--- src/rtl/mem_port_arbiter_if.sv ---
// mem_port_arbiter_if: IF/MEM requester ports and shared memory bus
// bundled for the IF/MEM memory port arbiter.
interface mem_port_arbiter_if #(
  parameter int ADDR_W = 32,
  parameter int DATA_W = 32
);
  logic                if_req;
  logic [ADDR_W-1:0]   if_addr;
  logic [DATA_W-1:0]   if_rdata;
  logic                if_ack;
  logic                mem_req;
  logic                mem_we;
  logic [ADDR_W-1:0]   mem_addr;
  logic [DATA_W-1:0]   mem_wdata;
  logic [DATA_W/8-1:0] mem_wstrb;
  logic [DATA_W-1:0]   mem_rdata;
  logic                mem_ack;
  logic                bus_req;
  logic                bus_we;
  logic [ADDR_W-1:0]   bus_addr;
  logic [DATA_W-1:0]   bus_wdata;
  logic [DATA_W/8-1:0] bus_wstrb;
  logic [DATA_W-1:0]   bus_rdata;
  logic                bus_ack;
  logic                stall;
  logic                timeout_err;

  modport master (
    input  if_req, if_addr,
    input  mem_req, mem_we, mem_addr,
    input  mem_wdata, mem_wstrb,
    input  bus_rdata, bus_ack,
    output if_rdata, if_ack,
    output mem_rdata, mem_ack,
    output bus_req, bus_we, bus_addr,
    output bus_wdata, bus_wstrb,
    output stall, timeout_err
  );

  modport slave (
    output if_req, if_addr,
    output mem_req, mem_we, mem_addr,
    output mem_wdata, mem_wstrb,
    output bus_rdata, bus_ack,
    input  if_rdata, if_ack,
    input  mem_rdata, mem_ack,
    input  bus_req, bus_we, bus_addr,
    input  bus_wdata, bus_wstrb,
    input  stall, timeout_err
  );
endinterface

--- src/rtl/mem_port_arbiter.sv ---
// mem_port_arbiter: serialises IF and MEM requests onto one
// req/ack memory bus with starvation guard and bus timeout.
module mem_port_arbiter #(
  parameter int ADDR_W     = 32,
  parameter int DATA_W     = 32,
  parameter int STARVE_LIM = 4,
  parameter int TIMEOUT    = 255
) (
  input logic clk,
  input logic rst,
  mem_port_arbiter_if.master p
);
  localparam int SW = DATA_W / 8;

  typedef enum logic [2:0] {
    IDLE,
    GRANT_IF,
    GRANT_MEM,
    RESP_IF,
    RESP_MEM
  } state_t;

  state_t state, state_d;

  logic [3:0]        starve, starve_d;
  logic [15:0]       wait_cnt, wait_d;
  logic              req_q, req_d;
  logic              we_q, we_d;
  logic [ADDR_W-1:0] addr_q, addr_d;
  logic [DATA_W-1:0] wdata_q, wdata_d;
  logic [SW-1:0]     wstrb_q, wstrb_d;
  logic              if_ack_q, if_ack_d;
  logic              mem_ack_q, mem_ack_d;
  logic [DATA_W-1:0] if_rd_q, if_rd_d;
  logic [DATA_W-1:0] mem_rd_q, mem_rd_d;
  logic              terr_q, terr_d;
  logic [DATA_W-1:0] rd;
  logic              done;
  logic              mem_go;

  // MEM wins ties unless IF has waited out STARVE_LIM MEM grants
  assign mem_go = p.mem_req
                & ~(p.if_req & (starve == 4'(STARVE_LIM)));

  always_comb begin
    state_d   = state;
    starve_d  = starve;
    wait_d    = '0;
    req_d     = req_q;
    we_d      = we_q;
    addr_d    = addr_q;
    wdata_d   = wdata_q;
    wstrb_d   = wstrb_q;
    if_ack_d  = 1'b0;
    mem_ack_d = 1'b0;
    if_rd_d   = '0;
    mem_rd_d  = '0;
    terr_d    = terr_q;
    rd        = '0;
    done      = 1'b0;
    unique case (state)
      IDLE: begin
        if (mem_go) begin
          state_d = GRANT_MEM;
          req_d   = 1'b1;
          we_d    = p.mem_we;
          addr_d  = p.mem_addr;
          wdata_d = p.mem_we ? p.mem_wdata : '0;
          wstrb_d = p.mem_we ? p.mem_wstrb : '0;
          if (p.if_req && starve != 4'(STARVE_LIM))
            starve_d = starve + 4'd1;
        end else if (p.if_req) begin
          state_d  = GRANT_IF;
          req_d    = 1'b1;
          we_d     = 1'b0;
          addr_d   = p.if_addr;
          wdata_d  = '0;
          wstrb_d  = '0;
          starve_d = '0;
        end
      end
      GRANT_IF, GRANT_MEM: begin
        wait_d = wait_cnt + 16'd1;
        done   = p.bus_ack
               | (wait_cnt == 16'(TIMEOUT - 1));
        if (done) begin
          wait_d  = '0;
          req_d   = 1'b0;
          we_d    = 1'b0;
          addr_d  = '0;
          wdata_d = '0;
          wstrb_d = '0;
          terr_d  = terr_q | ~p.bus_ack;
          rd = (p.bus_ack & ~we_q) ? p.bus_rdata : '0;
          if (state == GRANT_IF) begin
            state_d  = RESP_IF;
            if_ack_d = 1'b1;
            if_rd_d  = rd;
          end else begin
            state_d   = RESP_MEM;
            mem_ack_d = 1'b1;
            mem_rd_d  = rd;
          end
        end
      end
      default: state_d = IDLE;
    endcase
  end

  always_ff @(posedge clk or negedge rst) begin
    if (!rst) begin
      state     <= IDLE;
      starve    <= '0;
      wait_cnt  <= '0;
      req_q     <= 1'b0;
      we_q      <= 1'b0;
      addr_q    <= '0;
      wdata_q   <= '0;
      wstrb_q   <= '0;
      if_ack_q  <= 1'b0;
      mem_ack_q <= 1'b0;
      if_rd_q   <= '0;
      mem_rd_q  <= '0;
      terr_q    <= 1'b0;
    end else begin
      state     <= state_d;
      starve    <= starve_d;
      wait_cnt  <= wait_d;
      req_q     <= req_d;
      we_q      <= we_d;
      addr_q    <= addr_d;
      wdata_q   <= wdata_d;
      wstrb_q   <= wstrb_d;
      if_ack_q  <= if_ack_d;
      mem_ack_q <= mem_ack_d;
      if_rd_q   <= if_rd_d;
      mem_rd_q  <= mem_rd_d;
      terr_q    <= terr_d;
    end
  end

  assign p.bus_req     = req_q;
  assign p.bus_we      = we_q;
  assign p.bus_addr    = addr_q;
  assign p.bus_wdata   = wdata_q;
  assign p.bus_wstrb   = wstrb_q;
  assign p.if_ack      = if_ack_q;
  assign p.if_rdata    = if_rd_q;
  assign p.mem_ack     = mem_ack_q;
  assign p.mem_rdata   = mem_rd_q;
  assign p.timeout_err = terr_q;
  assign p.stall = (p.if_req & ~if_ack_q)
                 | (p.mem_req & ~mem_ack_q);
endmodule
--- src/flat_wrapper.sv ---
// flat-port wrapper written by rule: the top's interface ports become plain ports
module mem_port_arbiter_flat 
#(
  parameter int ADDR_W     = 32,
  parameter int DATA_W     = 32,
  parameter int STARVE_LIM = 4,
  parameter int TIMEOUT    = 255
)
  (clk, rst, p_if_req, p_if_addr, p_mem_req, p_mem_we, p_mem_addr, p_mem_wdata, p_mem_wstrb, p_bus_rdata, p_bus_ack, p_if_rdata, p_if_ack, p_mem_rdata, p_mem_ack, p_bus_req, p_bus_we, p_bus_addr, p_bus_wdata, p_bus_wstrb, p_stall, p_timeout_err);
  mem_port_arbiter_if #(.ADDR_W(ADDR_W), .DATA_W(DATA_W)) p_i ();
  input logic clk;
  input logic rst;
  input wire logic [$bits(p_i.if_req)-1:0] p_if_req;
  input wire logic [$bits(p_i.if_addr)-1:0] p_if_addr;
  input wire logic [$bits(p_i.mem_req)-1:0] p_mem_req;
  input wire logic [$bits(p_i.mem_we)-1:0] p_mem_we;
  input wire logic [$bits(p_i.mem_addr)-1:0] p_mem_addr;
  input wire logic [$bits(p_i.mem_wdata)-1:0] p_mem_wdata;
  input wire logic [$bits(p_i.mem_wstrb)-1:0] p_mem_wstrb;
  input wire logic [$bits(p_i.bus_rdata)-1:0] p_bus_rdata;
  input wire logic [$bits(p_i.bus_ack)-1:0] p_bus_ack;
  output wire logic [$bits(p_i.if_rdata)-1:0] p_if_rdata;
  output wire logic [$bits(p_i.if_ack)-1:0] p_if_ack;
  output wire logic [$bits(p_i.mem_rdata)-1:0] p_mem_rdata;
  output wire logic [$bits(p_i.mem_ack)-1:0] p_mem_ack;
  output wire logic [$bits(p_i.bus_req)-1:0] p_bus_req;
  output wire logic [$bits(p_i.bus_we)-1:0] p_bus_we;
  output wire logic [$bits(p_i.bus_addr)-1:0] p_bus_addr;
  output wire logic [$bits(p_i.bus_wdata)-1:0] p_bus_wdata;
  output wire logic [$bits(p_i.bus_wstrb)-1:0] p_bus_wstrb;
  output wire logic [$bits(p_i.stall)-1:0] p_stall;
  output wire logic [$bits(p_i.timeout_err)-1:0] p_timeout_err;
  assign p_i.if_req = p_if_req;
  assign p_i.if_addr = p_if_addr;
  assign p_i.mem_req = p_mem_req;
  assign p_i.mem_we = p_mem_we;
  assign p_i.mem_addr = p_mem_addr;
  assign p_i.mem_wdata = p_mem_wdata;
  assign p_i.mem_wstrb = p_mem_wstrb;
  assign p_i.bus_rdata = p_bus_rdata;
  assign p_i.bus_ack = p_bus_ack;
  assign p_if_rdata = p_i.if_rdata;
  assign p_if_ack = p_i.if_ack;
  assign p_mem_rdata = p_i.mem_rdata;
  assign p_mem_ack = p_i.mem_ack;
  assign p_bus_req = p_i.bus_req;
  assign p_bus_we = p_i.bus_we;
  assign p_bus_addr = p_i.bus_addr;
  assign p_bus_wdata = p_i.bus_wdata;
  assign p_bus_wstrb = p_i.bus_wstrb;
  assign p_stall = p_i.stall;
  assign p_timeout_err = p_i.timeout_err;
  mem_port_arbiter #(.ADDR_W(ADDR_W), .DATA_W(DATA_W), .STARVE_LIM(STARVE_LIM), .TIMEOUT(TIMEOUT)) u_core (.clk(clk), .rst(rst), .p(p_i));
endmodule
--- config.mk ---
export PLATFORM = sky130hd
export DESIGN_NAME = mem_port_arbiter_flat
export DESIGN_NICKNAME = d
export VERILOG_FILES = /design/src/rtl/mem_port_arbiter_if.sv /design/src/rtl/mem_port_arbiter.sv /design/src/flat_wrapper.sv
export SDC_FILE = /design/constraint.sdc
export NUM_CORES = 1
export LEC_CHECK = 0
export CORE_ASPECT_RATIO = 0.6
export CORE_MARGIN = 8
export CORE_UTILIZATION = 45
export DETAILED_ROUTE_END_ITERATION = 12
export HOLD_SLACK_MARGIN = 0.06
export PLACE_DENSITY = 0.86
export REMOVE_ABC_BUFFERS = 1
export SYNTH_ARGS = -nofsm -noshare
export SYNTH_HDL_FRONTEND = slang
export SYNTH_SLANG_ARGS = --single-unit
--- constraint.sdc ---
create_clock -name clk -period 5.75 [get_ports clk]
set_input_delay 1.15 -clock clk [delete_from_list [all_inputs] [get_ports clk]]
set_output_delay 1.15 -clock clk [all_outputs]
set_load 0.005 [all_outputs]
==> run summary <==
wire per inst -> 21.1 µm
Post-CTS Resized -> 0
Mapped Area -> 0.00616 mm²
area delta synth->final -> 57.0%
# diodes -> 0
drt via density -> 5.37
worst-path cell chain -> clkdlybuf4s50_1, inv_1, o22ai_1, clkdlybuf4s50_1
Root Driver -> clkbuf_16
post-synth cell types -> 38
FMAX -> 0.278 GHz
H-tree Lvls -> 4
max-cap violations -> 0
Post-DP HPWL -> 14.2 mm
most frequent CP cell -> clkdlybuf4s50_1
outcome -> completed
Post-route DRC -> 0
fin crit period -> 3.60 ns
setup TNS -> 0 ns
critical path required time -> 4.60 ns
Hold Vio Cnt, Final -> 0
Worst Path Arrival -> 2.45 ns
Final #Nets -> 875
total grt overflow -> 0
largest net degree at the start of global routing -> 71
register area share after synthesis -> 0.650
number of buffers created by CTS -> 17
max-slew violations -> 0
Max stage delay cell, worst path -> clkdlybuf4s50_1
gr usage total -> 0.213
critical path class -> input pin to output port
Place WS -> 2.15 ns
Die Wd -> 167 µm
Die Ht -> 107 µm
Worst Setup Start Kind -> input pin
Tightest Hold Check Type -> flop to flop
Initial Util -> 0.456
first-pass GRT wire length -> 29.6 mm
fraction of layout cells with a size suffix above 1 -> 0.0576
Worst-path clk slew -> 0.06 ns
vias in the first global route -> 5,278
IO Pins -> 276
core area -> 0.0135 mm²
clk sinks -> 160
Pwr per Cell Area -> 390 mW/mm²
# setup viols final -> 0
Fill cells -> 915
LEAKAGE -> 0.00453 µW
average cell area after synthesis -> 13.2 µm²
worst slew pin tran -> 1.18 ns
number of antenna violations at the first check in global routing -> 0
CP endpoint kind -> output port
Worst-Skew Late Latency -> 0.42 ns
CTS max path bufs -> 2
Final Util -> 0.716
Antenna Nets Post-Route -> 0
CP peak stage delay -> 0.59 ns
Warnings, synthesis -> 0
row count -> 33
DR pass1 iterations -> 5
Synth Register Bits -> 160
port bufs -> 275
CTS tree -> yes
WL final -> 19.4 mm
die area -> 0.0178 mm²
Slew headroom -> 0.212
Gate Count Post-Synth -> 468
Max VDD drop -> 252 µV
critical path peak fanout -> 7
GPL Wtd Cong -> 0.858
initial drt markers -> 279
RSZ-0062 raised after global routing -> false
clock skew -> 0.0138 ns
hold_buf cts -> 0
Post-CTS Setup Bufs -> 0
period utilization -> 0.626
via count -> 4,942
final worst slack -> 2.15 ns
==> cell usage after synthesis <==
cell / n / share of area
nor3_1: 7 / 0.0057
dfrtp_1: 160 / 0.65
buf_2: 15 / 0.012
xor2_1: 1 / 0.0014
mux2i_1: 32 / 0.052
o31a_1: 1 / 0.0014
nor3b_1: 1 / 0.0012
or2_1: 1 / 0.0010
nor4_1: 4 / 0.0041
nor4_4: 1 / 0.0035
or4_1: 1 / 0.0012
mux2_1: 1 / 0.0018
ha_1: 4 / 0.0081
o41ai_2: 1 / 0.0026
nand3_1: 7 / 0.0057
or4b_1: 1 / 0.0016
or3_1: 1 / 0.0010
nand4b_1: 2 / 0.0028
nand2b_1: 2 / 0.0020
clkbuf_1: 16 / 0.0098
nand2_1: 8 / 0.0049
a22o_1: 37 / 0.053
buf_1: 3 / 0.0018
a31oi_1: 1 / 0.0010
o21bai_1: 1 / 0.0012
nor2_1: 23 / 0.014
a21o_1: 3 / 0.0037
nand4_1: 4 / 0.0041
xnor2_1: 14 / 0.020
nor2b_1: 1 / 0.0010
o21ai_1: 2 / 0.0016
a21oi_1: 3 / 0.0024
o22ai_1: 1 / 0.0010
inv_1: 8 / 0.0049
o2bb2ai_1: 32 / 0.046
o31ai_1: 1 / 0.0012
and3_1: 64 / 0.065
o211a_1: 3 / 0.0049
==> power by group <==
part           leakage, µW  internal (µW)  switching [µW]  total, µW
sequential         0.00218           1330             137       1460
clock             0.000311            711             484       1190
combinational      0.00204            576             535       1110
==> flip-flops by register name, indices dropped and copies added (netlist names), 3 cells and up <==
register,cells
u_core.p.bus_addr,32
u_core.p.if_rdata,32
u_core.state,3
u_core.p.bus_wstrb,4
u_core.wait_cnt,16
u_core.p.bus_wdata,32
u_core.starve,4
u_core.p.mem_rdata,32
==> metal layers <==
metal	part of all wire	up-vias	global-route usage	wire, µm
li1	-	2231	-	-
met1	0.39	2473	0.234	7510
met2	0.49	212	0.365	9480
met3	0.11	26	0.106	2130
met4	0.016	0	0.0576	303
met5	0	-	0	0
==> layout by cell type, fill, tap and decap left out, drive strengths merged, types with 2 or more instances in the layout <==
cell / count
clkdlybuf4s50: 274
dfrtp: 160
and3: 64
a22o: 37
mux2i: 32
o2bb2ai: 32
nor2: 23
clkbuf: 18
inv: 16
xnor2: 14
nand2: 8
nor3: 7
nand3: 7
buf: 6
nor4: 5
nand4: 4
ha: 4
o211a: 3
a21oi: 3
a21o: 3
bufinv: 3
clkinv: 3
nand4b: 2
nand2b: 2
o21ai: 2
==> worst max-delay path: cells and delay by family <==
kind | cells | cell delay, ns
buffers and inverters | 3 | 1.17
AO/OA/AOI/OAI | 1 | 0.12
==> logic make-up (layout without fill, tap and decap cells) <==
group / Yosys count / after routing / synth area share
AND/OR/NAND/NOR: 128 / 128 / 0.119
buffers and inverters: 42 / 320 / 0.0286
AO/OA/AOI/OAI: 86 / 86 / 0.119
multiplexers: 33 / 33 / 0.0538
XOR/XNOR: 15 / 15 / 0.0213
adder cells (fa/ha/maj): 4 / 4 / 0.00813
flip-flops: 160 / 160 / 0.650
==> final timing paths <==
path,start,endpoint,slack [ns],cells after the start
hold / removal,u_core.p.timeout_err,u_core.p.timeout_err,0.47,1
max in group asynchronous,rst,u_core.p.bus_wdata[31],4.01,2
setup reg to reg,u_core.wait_cnt[8],u_core.p.if_rdata[1],3.03,4
hold reg to reg,u_core.p.timeout_err,u_core.p.timeout_err,0.47,1
setup / recovery,p_mem_req,p_stall,2.15,4
min in group asynchronous,rst,u_core.p.if_rdata[14],0.62,1
==> through the flow <==
step           std cells  cell area (µm²)  hold slack, ns  power [µW]
2_1_floorplan        434             6010           0.444        1900
3_3_place_gp         889             9040           0.461        2540
3_5_place_dp         889             9040           0.469        2590
4_1_cts              921             9670           0.483        3800
5_1_grt              921             9670           0.503        3950
6_report             921             9670           0.475        3770
==> final cells by class <==
| cell class | instances | area, µm² | area share |
|---|---|---|---|
| clock buffer | 18 | 439 | 0.0454 |
| clock inverter | 14 | 188 | 0.0194 |
| inverter | 8 | 30.0 | 0.00311 |
| multi-input combinational | 266 | 2000 | 0.207 |
| sequential | 160 | 4000 | 0.414 |
| tap | 175 | 219 | 0.0226 |
| timing repair buffer | 280 | 2790 | 0.289 |
No activity file was read; power rests on OpenSTA's default activity.
